[src/rtl/mtimer_pkg.sv]
// Register offsets, reset values, bus types and address decode for the mtimer
// RISC-V machine timer peripheral.
package mtimer_pkg;

    localparam logic [31:0] MTIMER_MTIME_LO_OFFSET    = 32'h00;
    localparam logic [31:0] MTIMER_MTIME_HI_OFFSET    = 32'h04;
    localparam logic [31:0] MTIMER_MTIMECMP_LO_OFFSET = 32'h08;
    localparam logic [31:0] MTIMER_MTIMECMP_HI_OFFSET = 32'h0C;
    localparam logic [31:0] MTIMER_CTRL_OFFSET        = 32'h10;
    localparam logic [31:0] MTIMER_PRESCALE_OFFSET    = 32'h14;
    localparam logic [31:0] MTIMER_ADDR_LIMIT         = 32'h18;

    localparam logic [63:0] MTIMER_MTIME_RST    = 64'h0;
    localparam logic [63:0] MTIMER_MTIMECMP_RST = 64'hFFFF_FFFF_FFFF_FFFF;
    localparam logic        MTIMER_EN_RST       = 1'b0;
    localparam logic [15:0] MTIMER_PRESCALE_RST = 16'h0;

    typedef struct packed {
        logic [31:0] addr;
        logic        write;
        logic [31:0] wdata;
        logic [3:0]  wstrb;
        logic        valid;
    } mtimer_reg_req_t;

    typedef struct packed {
        logic [31:0] rdata;
        logic        error;
        logic        ready;
    } mtimer_reg_rsp_t;

    typedef enum logic [2:0] {
        REG_MTIME_LO,
        REG_MTIME_HI,
        REG_CMP_LO,
        REG_CMP_HI,
        REG_CTRL,
        REG_PRESCALE,
        REG_NONE
    } mtimer_reg_e;

    function automatic mtimer_reg_e mtimer_decode(input logic [31:0] addr);
        mtimer_reg_e sel;
        sel = REG_NONE;
        if (addr[1:0] == 2'b00 && addr < MTIMER_ADDR_LIMIT) begin
            case (addr)
                MTIMER_MTIME_LO_OFFSET:    sel = REG_MTIME_LO;
                MTIMER_MTIME_HI_OFFSET:    sel = REG_MTIME_HI;
                MTIMER_MTIMECMP_LO_OFFSET: sel = REG_CMP_LO;
                MTIMER_MTIMECMP_HI_OFFSET: sel = REG_CMP_HI;
                MTIMER_CTRL_OFFSET:        sel = REG_CTRL;
                MTIMER_PRESCALE_OFFSET:    sel = REG_PRESCALE;
                default:                   sel = REG_NONE;
            endcase
        end
        return sel;
    endfunction

endpackage

[src/rtl/mtimer.sv]
// 64-bit machine timer (mtime/mtimecmp) with prescaler, coherent-read shadow
// and a registered level interrupt, on a single-cycle register bus slot.
module mtimer
    import mtimer_pkg::*;
#(
    parameter type reg_req_t = mtimer_reg_req_t,
    parameter type reg_rsp_t = mtimer_reg_rsp_t
) (
    input  logic     clk_i,
    input  logic     rst_i,
    input  reg_req_t reg_req_i,
    output reg_rsp_t reg_rsp_o,
    output logic     time_irq_o
);

    logic [63:0] r_mtime;
    logic [63:0] r_mtimecmp;
    logic        r_en;
    logic [15:0] r_prescale;
    logic [15:0] r_pcnt;
    logic [31:0] r_shadow;
    logic        r_irq;

    mtimer_reg_e w_sel;
    logic        w_wr;
    logic        w_rd_lo;
    logic        w_tick;
    logic        w_pcnt_clr;
    logic [31:0] w_wmask;
    logic [31:0] w_old;
    logic [31:0] w_wval;
    logic [31:0] w_rdata;

    assign w_sel      = mtimer_decode(reg_req_i.addr);
    assign w_wr       = reg_req_i.valid && reg_req_i.write && (w_sel != REG_NONE);
    assign w_rd_lo    = reg_req_i.valid && !reg_req_i.write && (w_sel == REG_MTIME_LO);
    assign w_tick     = r_en && (r_pcnt == r_prescale);
    assign w_pcnt_clr = w_wr && (w_sel == REG_CTRL || w_sel == REG_PRESCALE);

    genvar gi;
    generate
        for (gi = 0; gi < 4; gi++) begin : g_wmask
            assign w_wmask[gi*8 +: 8] = {8{reg_req_i.wstrb[gi]}};
        end
    endgenerate

    // w_old is the live register contents a partial write merges into; for
    // MTIME_HI that is the counter itself, not the shadow that reads return.
    always_comb begin
        w_old = 32'h0;
        case (w_sel)
            REG_MTIME_LO: w_old = r_mtime[31:0];
            REG_MTIME_HI: w_old = r_mtime[63:32];
            REG_CMP_LO:   w_old = r_mtimecmp[31:0];
            REG_CMP_HI:   w_old = r_mtimecmp[63:32];
            REG_CTRL:     w_old = {31'h0, r_en};
            REG_PRESCALE: w_old = {16'h0, r_prescale};
            default:      w_old = 32'h0;
        endcase
    end

    assign w_wval = (w_old & ~w_wmask) | (reg_req_i.wdata & w_wmask);

    always_comb begin
        w_rdata = 32'h0;
        if (reg_req_i.valid) begin
            w_rdata = (w_sel == REG_MTIME_HI) ? r_shadow : w_old;
        end
    end

    always_comb begin
        reg_rsp_o       = '0;
        reg_rsp_o.rdata = w_rdata;
        reg_rsp_o.error = reg_req_i.valid && (w_sel == REG_NONE);
        reg_rsp_o.ready = 1'b1;
    end

    always_ff @(posedge clk_i or posedge rst_i) begin
        if (rst_i) begin
            r_mtime    <= MTIMER_MTIME_RST;
            r_mtimecmp <= MTIMER_MTIMECMP_RST;
            r_en       <= MTIMER_EN_RST;
            r_prescale <= MTIMER_PRESCALE_RST;
            r_pcnt     <= 16'h0;
            r_shadow   <= 32'h0;
            r_irq      <= 1'b0;
        end else begin
            r_irq <= (r_mtime >= r_mtimecmp);

            if (w_rd_lo) begin
                r_shadow <= r_mtime[63:32];
            end

            if (w_pcnt_clr || w_tick) begin
                r_pcnt <= 16'h0;
            end else if (r_en) begin
                r_pcnt <= r_pcnt + 16'd1;
            end

            // A bus write to either mtime half swallows a coincident increment.
            if (w_wr && w_sel == REG_MTIME_LO) begin
                r_mtime <= {r_mtime[63:32], w_wval};
            end else if (w_wr && w_sel == REG_MTIME_HI) begin
                r_mtime <= {w_wval, r_mtime[31:0]};
            end else if (w_tick) begin
                r_mtime <= r_mtime + 64'd1;
            end

            if (w_wr && w_sel == REG_CMP_LO) begin
                r_mtimecmp[31:0] <= w_wval;
            end
            if (w_wr && w_sel == REG_CMP_HI) begin
                r_mtimecmp[63:32] <= w_wval;
            end
            if (w_wr && w_sel == REG_CTRL) begin
                r_en <= w_wval[0];
            end
            if (w_wr && w_sel == REG_PRESCALE) begin
                r_prescale <= w_wval[15:0];
            end
        end
    end

    assign time_irq_o = r_irq;

endmodule

[config.mk]
export PLATFORM = sky130hd
export DESIGN_NAME = mtimer
export DESIGN_NICKNAME = d
export VERILOG_FILES = /design/src/rtl/mtimer_pkg.sv /design/src/rtl/mtimer.sv
export SDC_FILE = /design/constraint.sdc
export NUM_CORES = 1
export LEC_CHECK = 0
export ABC_AREA = 1
export BUFFER_PORTS_ARGS = -buffer_cell sky130_fd_sc_hd__buf_2
export CAP_MARGIN = 15
export CORE_MARGIN = 2
export CORE_UTILIZATION = 50
export DETAILED_ROUTE_END_ITERATION = 7
export PLACE_DENSITY = 0.77
export SLEW_MARGIN = 15
export SYNTH_ARGS = -nofsm -noshare
export SYNTH_HDL_FRONTEND = slang
export SYNTH_SLANG_ARGS = --single-unit
[constraint.sdc]
create_clock -name clk_i -period 14.2 [get_ports clk_i]
set_input_delay 1.42 -clock clk_i [delete_from_list [all_inputs] [get_ports clk_i]]
set_output_delay 1.42 -clock clk_i [all_outputs]
set_load 0.005 [all_outputs]
After elaboration in Yosys (flattened, before gate mapping) --
Index checks and enable logic that the tools add are counted.
Storage, ports and cells: register bits 194, bits in latches 0, memory bits (writable) 0, bits in read-only memories 0, input port bits 72, output and inout port bits 35, logic and storage cells 67, memories kept 0
Operators by class: $add $sub $neg 2, multiply operators 0, div/mod/pow operators 0, order comparisons 2, eq/ne operators 14, shift-type cells 0, muxes and demuxes 10, bitwise logic cells 5, reductions and logical operators 25
Operators with widths (number):
- $pmux 32 s6 | 1
- $mux 64 | 2
- $mux 32 | 3
- $add 64x1->64 const B | 1
- $and 32x32->32 | 2
- $eq 32x4->1 const B | 2
- $eq 32x5->1 const B | 2
- $ge 64x64->1 | 1
- $eq 32x3->1 const B | 1
- $logic_not 32->1 | 1
- $lt 32x5->1 const B | 1
- $mux 16 | 2
- $not 32->32 | 1
- $or 32x32->32 | 1
- $pmux 3 s6 | 1
- $add 16x1->16 const B | 1
- $eq 16x16->1 | 1
- $logic_and 1x1->1 | 14
- $eq 3x3->1 const B | 3
- $eq 3x2->1 const B | 2
- $reduce_bool 2->1 | 3
- $reduce_and 2->1 | 2
- $eq 3x1->1 const B | 1
- $logic_not 3->1 | 1
- other kinds (7) | 8

Depth between registers and ports, before layout --
word-level depth 9, mapped depth 15

Worst setup path before layout --
OpenSTA, ideal clock, no wires.
path type input to output, start point input reg_req_i[51] (netlist name), end point output reg_rsp_o[26] (netlist name), data arrival time 2.842 ns, required time 12.780 ns, setup slack 9.938 ns, stages 12, path buffers 1, cells stage by stage nor2_1 > nand2_1 > nor2_4 > nand2_1 > nor2_2 > nand3_4 > nor2_4 > nand2_2 > buf_2 > o21ai_0 > nor2_1 > a21oi_1
RTL lines:
- from (decl) | line mtimer.sv:11 | input reg_req_t reg_req_i,
- to (decl) | line mtimer.sv:12 | output reg_rsp_t reg_rsp_o,

==> flow_metrics.env <==
export IMPL_root_buffer="clkbuf_16"
export IMPL_cts_buffers=17
export IMPL_period_minus_slack_ns=6.10
export IMPL_fin_crit_sh=0.429
export IMPL_worst_pin_slew_ns=0.916
export IMPL_cts_setup_buffers=0
export IMPL_area_delta_synth_final_pct=8.00
export IMPL_gr_total_overflow=0
export IMPL_cellLeakagePower_nw=8.65
export IMPL_drive_gt1_frac=0.113
export IMPL_netlist_area_sq_mm=0.0154
export IMPL_critical_path_max_stage_delay_ns=0.54
export IMPL_cp_end_kind="output pin"
export IMPL_regArea_sq_mm=0.00493
export IMPL_synth_distinct_cells=42
export IMPL_gp_congestion=1.07
export IMPL_rsz0062_at_grt="false"
export IMPL_drtAntennaViolNets=0
export IMPL_worstRegToRegCells=10
export IMPL_critPathSlowestCell="nor2_4"
export IMPL_clock_skew_ns=0.0115
export IMPL_port_buffers=105
export IMPL_async_reset_ff_frac=1.00
export IMPL_drt_pass1_iterations=6
export IMPL_initial_core_util=0.505
export IMPL_dpl_cell_count=2797
export IMPL_totalPowerFinal_mw=1.07
export IMPL_first_iter_violations=1995
export IMPL_cts_num_sinks=194
export IMPL_outcome="finished, final reports clean"
export IMPL_vias=16900
export IMPL_via_per_inst=5.99
export IMPL_r2r_end="r_mtime[60]"
export IMPL_dieArea_sq_mm=0.0322
export IMPL_setup_viol=0
export IMPL_critical_path_top_delay_family="simple AND/OR/NAND/NOR gates"
export IMPL_syn_inst=2376
export IMPL_power_density_mw_per_mm2=64.6
export IMPL_wire_per_inst_um=21.0
export IMPL_cts_resized=0
export IMPL_place_hpwl_um=44600
export IMPL_cts_clk_slew_worst_paths_ns=0.08
export IMPL_slew_viol_final=0
export IMPL_path_max_fanout=44
export IMPL_n_antenna_cell=0
export IMPL_multi_input_area_sq_mm=0.00912
export IMPL_yosys_area_top_type="dfrtp_1"
export IMPL_worstHoldStart="r_shadow[25]"
export IMPL_antenna_found_initial=0
export IMPL_wirelength_um=59500
export IMPL_synthTopCellsByArea="dfrtp_1 (21%), nand2_1 (17%), dfstp_2 (11%)"
export IMPL_syn_nets=2514
export IMPL_worst_setup_path_start_kind="primary input"
export IMPL_stdcell_count=2829
export IMPL_die_width_um=179
export IMPL_cts_tree="yes"
export IMPL_clk_path_buf_depth=2
export IMPL_synth_edf_count=0
export IMPL_synthesis_yosys_warnings=0
export IMPL_reg2reg_from="r_mtime[0]"
export IMPL_max_freq_ghz=0.164
export IMPL_pin_count=107
export IMPL_crit_arrival_ns=4.68
export IMPL_peakVddDrop_mv=0.0882
export IMPL_finalNetCount=2558
export IMPL_hold_ws_ns=0.485
export IMPL_nFillCells=3050
export IMPL_ys_flop_type="dfrtp_1"
export IMPL_final_util=0.546
export IMPL_crit_required_ns=12.78
export IMPL_synth_avg_cell_area_sq_um=6.47
export IMPL_finalHoldViolations=0
export IMPL_postSynthRegisterBits=194
export IMPL_htreeDepth=4
export IMPL_slew_limit_headroom=0.385
export IMPL_grtUsageTotal=0.375
export IMPL_coreArea_sq_mm=0.0304
export IMPL_drc=0
export IMPL_worstSkewPairLatency_ns=0.47
export IMPL_min_to="r_shadow[25]"
export IMPL_ys_seq_area_frac=0.321
export IMPL_grt_pass1_wl_um=90700
export IMPL_holdPathStages=2
export IMPL_synth_top_area_share=0.212
export IMPL_setup_tns_ns=0
export IMPL_critPathKind="in -> out"
export IMPL_cp_buffers_inverters=5
export IMPL_drv_cap=0
export IMPL_grt_max_degree=74
export IMPL_path_cells="buf_2 > inv_1 > nand2_1 > nor2_1 > nand2_1 > nor2_4 > nand3_4 > nor2_4 > buf_4 > nand2_2 > buf_4 > o21ai_0 > nor2_1 > a21oi_1 > buf_2"
export IMPL_grt_pass1_vias=16000
export IMPL_num_rows=64
export IMPL_fp_dieH_um=179
export IMPL_cts_hold_buffers=0
export IMPL_ff2ff_setup_slack_ns=10.98
export IMPL_hp_class="reg -> reg"
-- power breakdown --
group	switching [mW]	total, mW	internal [mW]
logic	0.0350	0.0481	0.0131
registers	0.000000000407	0.553	0.553
clock network	0.245	0.472	0.226
total	0.280	1.07	0.792
-- stage by stage --
step	instance area (sq um)	setup slack [ns]
2_1_floorplan	15400	7.60
3_3_place_gp	16100	8.36
3_5_place_dp	16100	8.24
4_1_cts	16600	8.23
5_1_grt	16600	7.92
6_report	16600	8.10
-- layout by cell type (no fill, tap or decap), types with 3 or more instances in the layout --
cell       netlist  routed
nand2_1        690     688
nand3_1        288     288
nor2_1         229     227
o21ai_0        218     218
inv_1          215     214
dfrtp_1        130     130
buf_2           47     105
a21oi_1         78      78
ha_1            66      66
dfstp_2         64      64
o21ai_1         59      58
nor3_1          54      54
nand4_1         54      54
xor2_1          37      37
nand3b_1        18      18
buf_4            4      18
clkbuf_16        0      17
nor2_2           9      11
inv_2           10      10
nor2_4           9       9
or2_2            8       8
clkinv_4         0       8
nand2_2          5       7
xnor2_1          6       6
nor3_2           4       4
nor3b_1          4       4
o211ai_1         3       3
clkinv_2         0       3
-- area by class of cell --
class / instances / share of cell area
multi-input combinational: 1858 / 0.549
clock buffer: 18 / 0.0258
tap: 396 / 0.0298
timing repair buffer: 123 / 0.0398
inverter: 226 / 0.0515
clock inverter: 14 / 0.00663
sequential: 194 / 0.297
-- worst min-delay path: cells and delay by family, from the launching register on --
family	cells	cell delay, ns
flops	1	0.34
compound gates	1	0.06
simple gates	1	0.05
-- cells in the mapped netlist, types with 3 or more instances --
cell and n:
nand2_1 690, nand3_1 288, nor2_1 229, o21ai_0 218, inv_1 215, dfrtp_1 130
a21oi_1 78, ha_1 66, dfstp_2 64, o21ai_1 59, nand4_1 54, nor3_1 54
buf_2 47, clkbuf_1 38, xor2_1 37, nand3b_1 18, inv_2 10, nor2_2 9
nor2_4 9, or2_2 8, buf_6 6, xnor2_1 6, nand2_2 5, buf_4 4
nor3_2 4, nor3b_1 4, buf_1 3, o211ai_1 3
-- cell families after synthesis --
logic type / after synthesis / synth area share
adders and majority gates: 66 / 0.0537
DFF: 194 / 0.321
buffers and inverters: 324 / 0.0868
xor gates and xnor gates: 43 / 0.0245
AOI/OAI and AO/OA: 365 / 0.121
other: 1 / 0.000244
and+or+nand+nor: 1383 / 0.393
-- metal layers --
metal  track usage  vias to the layer above  share of wire
met4         0.144                        0          0.037
met3        0.0831                      156           0.11
met5             0                        -              0
met1         0.505                     7895           0.41
li1              -                     7898              -
met2         0.588                      984           0.45
-- how the worst max path moves through the flow --
stage	startpoint	end	slack, ns	depth (start not counted)
after floorplan	rst_i	r_en	7.60	1
after global placement	reg_req_i[68]	reg_rsp_o[32]	8.36	15
after detailed placement	reg_req_i[69]	reg_rsp_o[28]	8.24	15
after CTS	reg_req_i[69]	reg_rsp_o[33]	8.23	15
after global routing	reg_req_i[57]	reg_rsp_o[30]	7.92	15
final	reg_req_i[69]	reg_rsp_o[33]	8.10	15
-- flip-flops by register name (all words and copies together), names as in the netlist --
signal,count
time_irq_o,1
r_mtimecmp,64
r_en,1
r_mtime,64
r_prescale,16
r_shadow,32
r_pcnt,16
(Power assumes the default switching activity.)
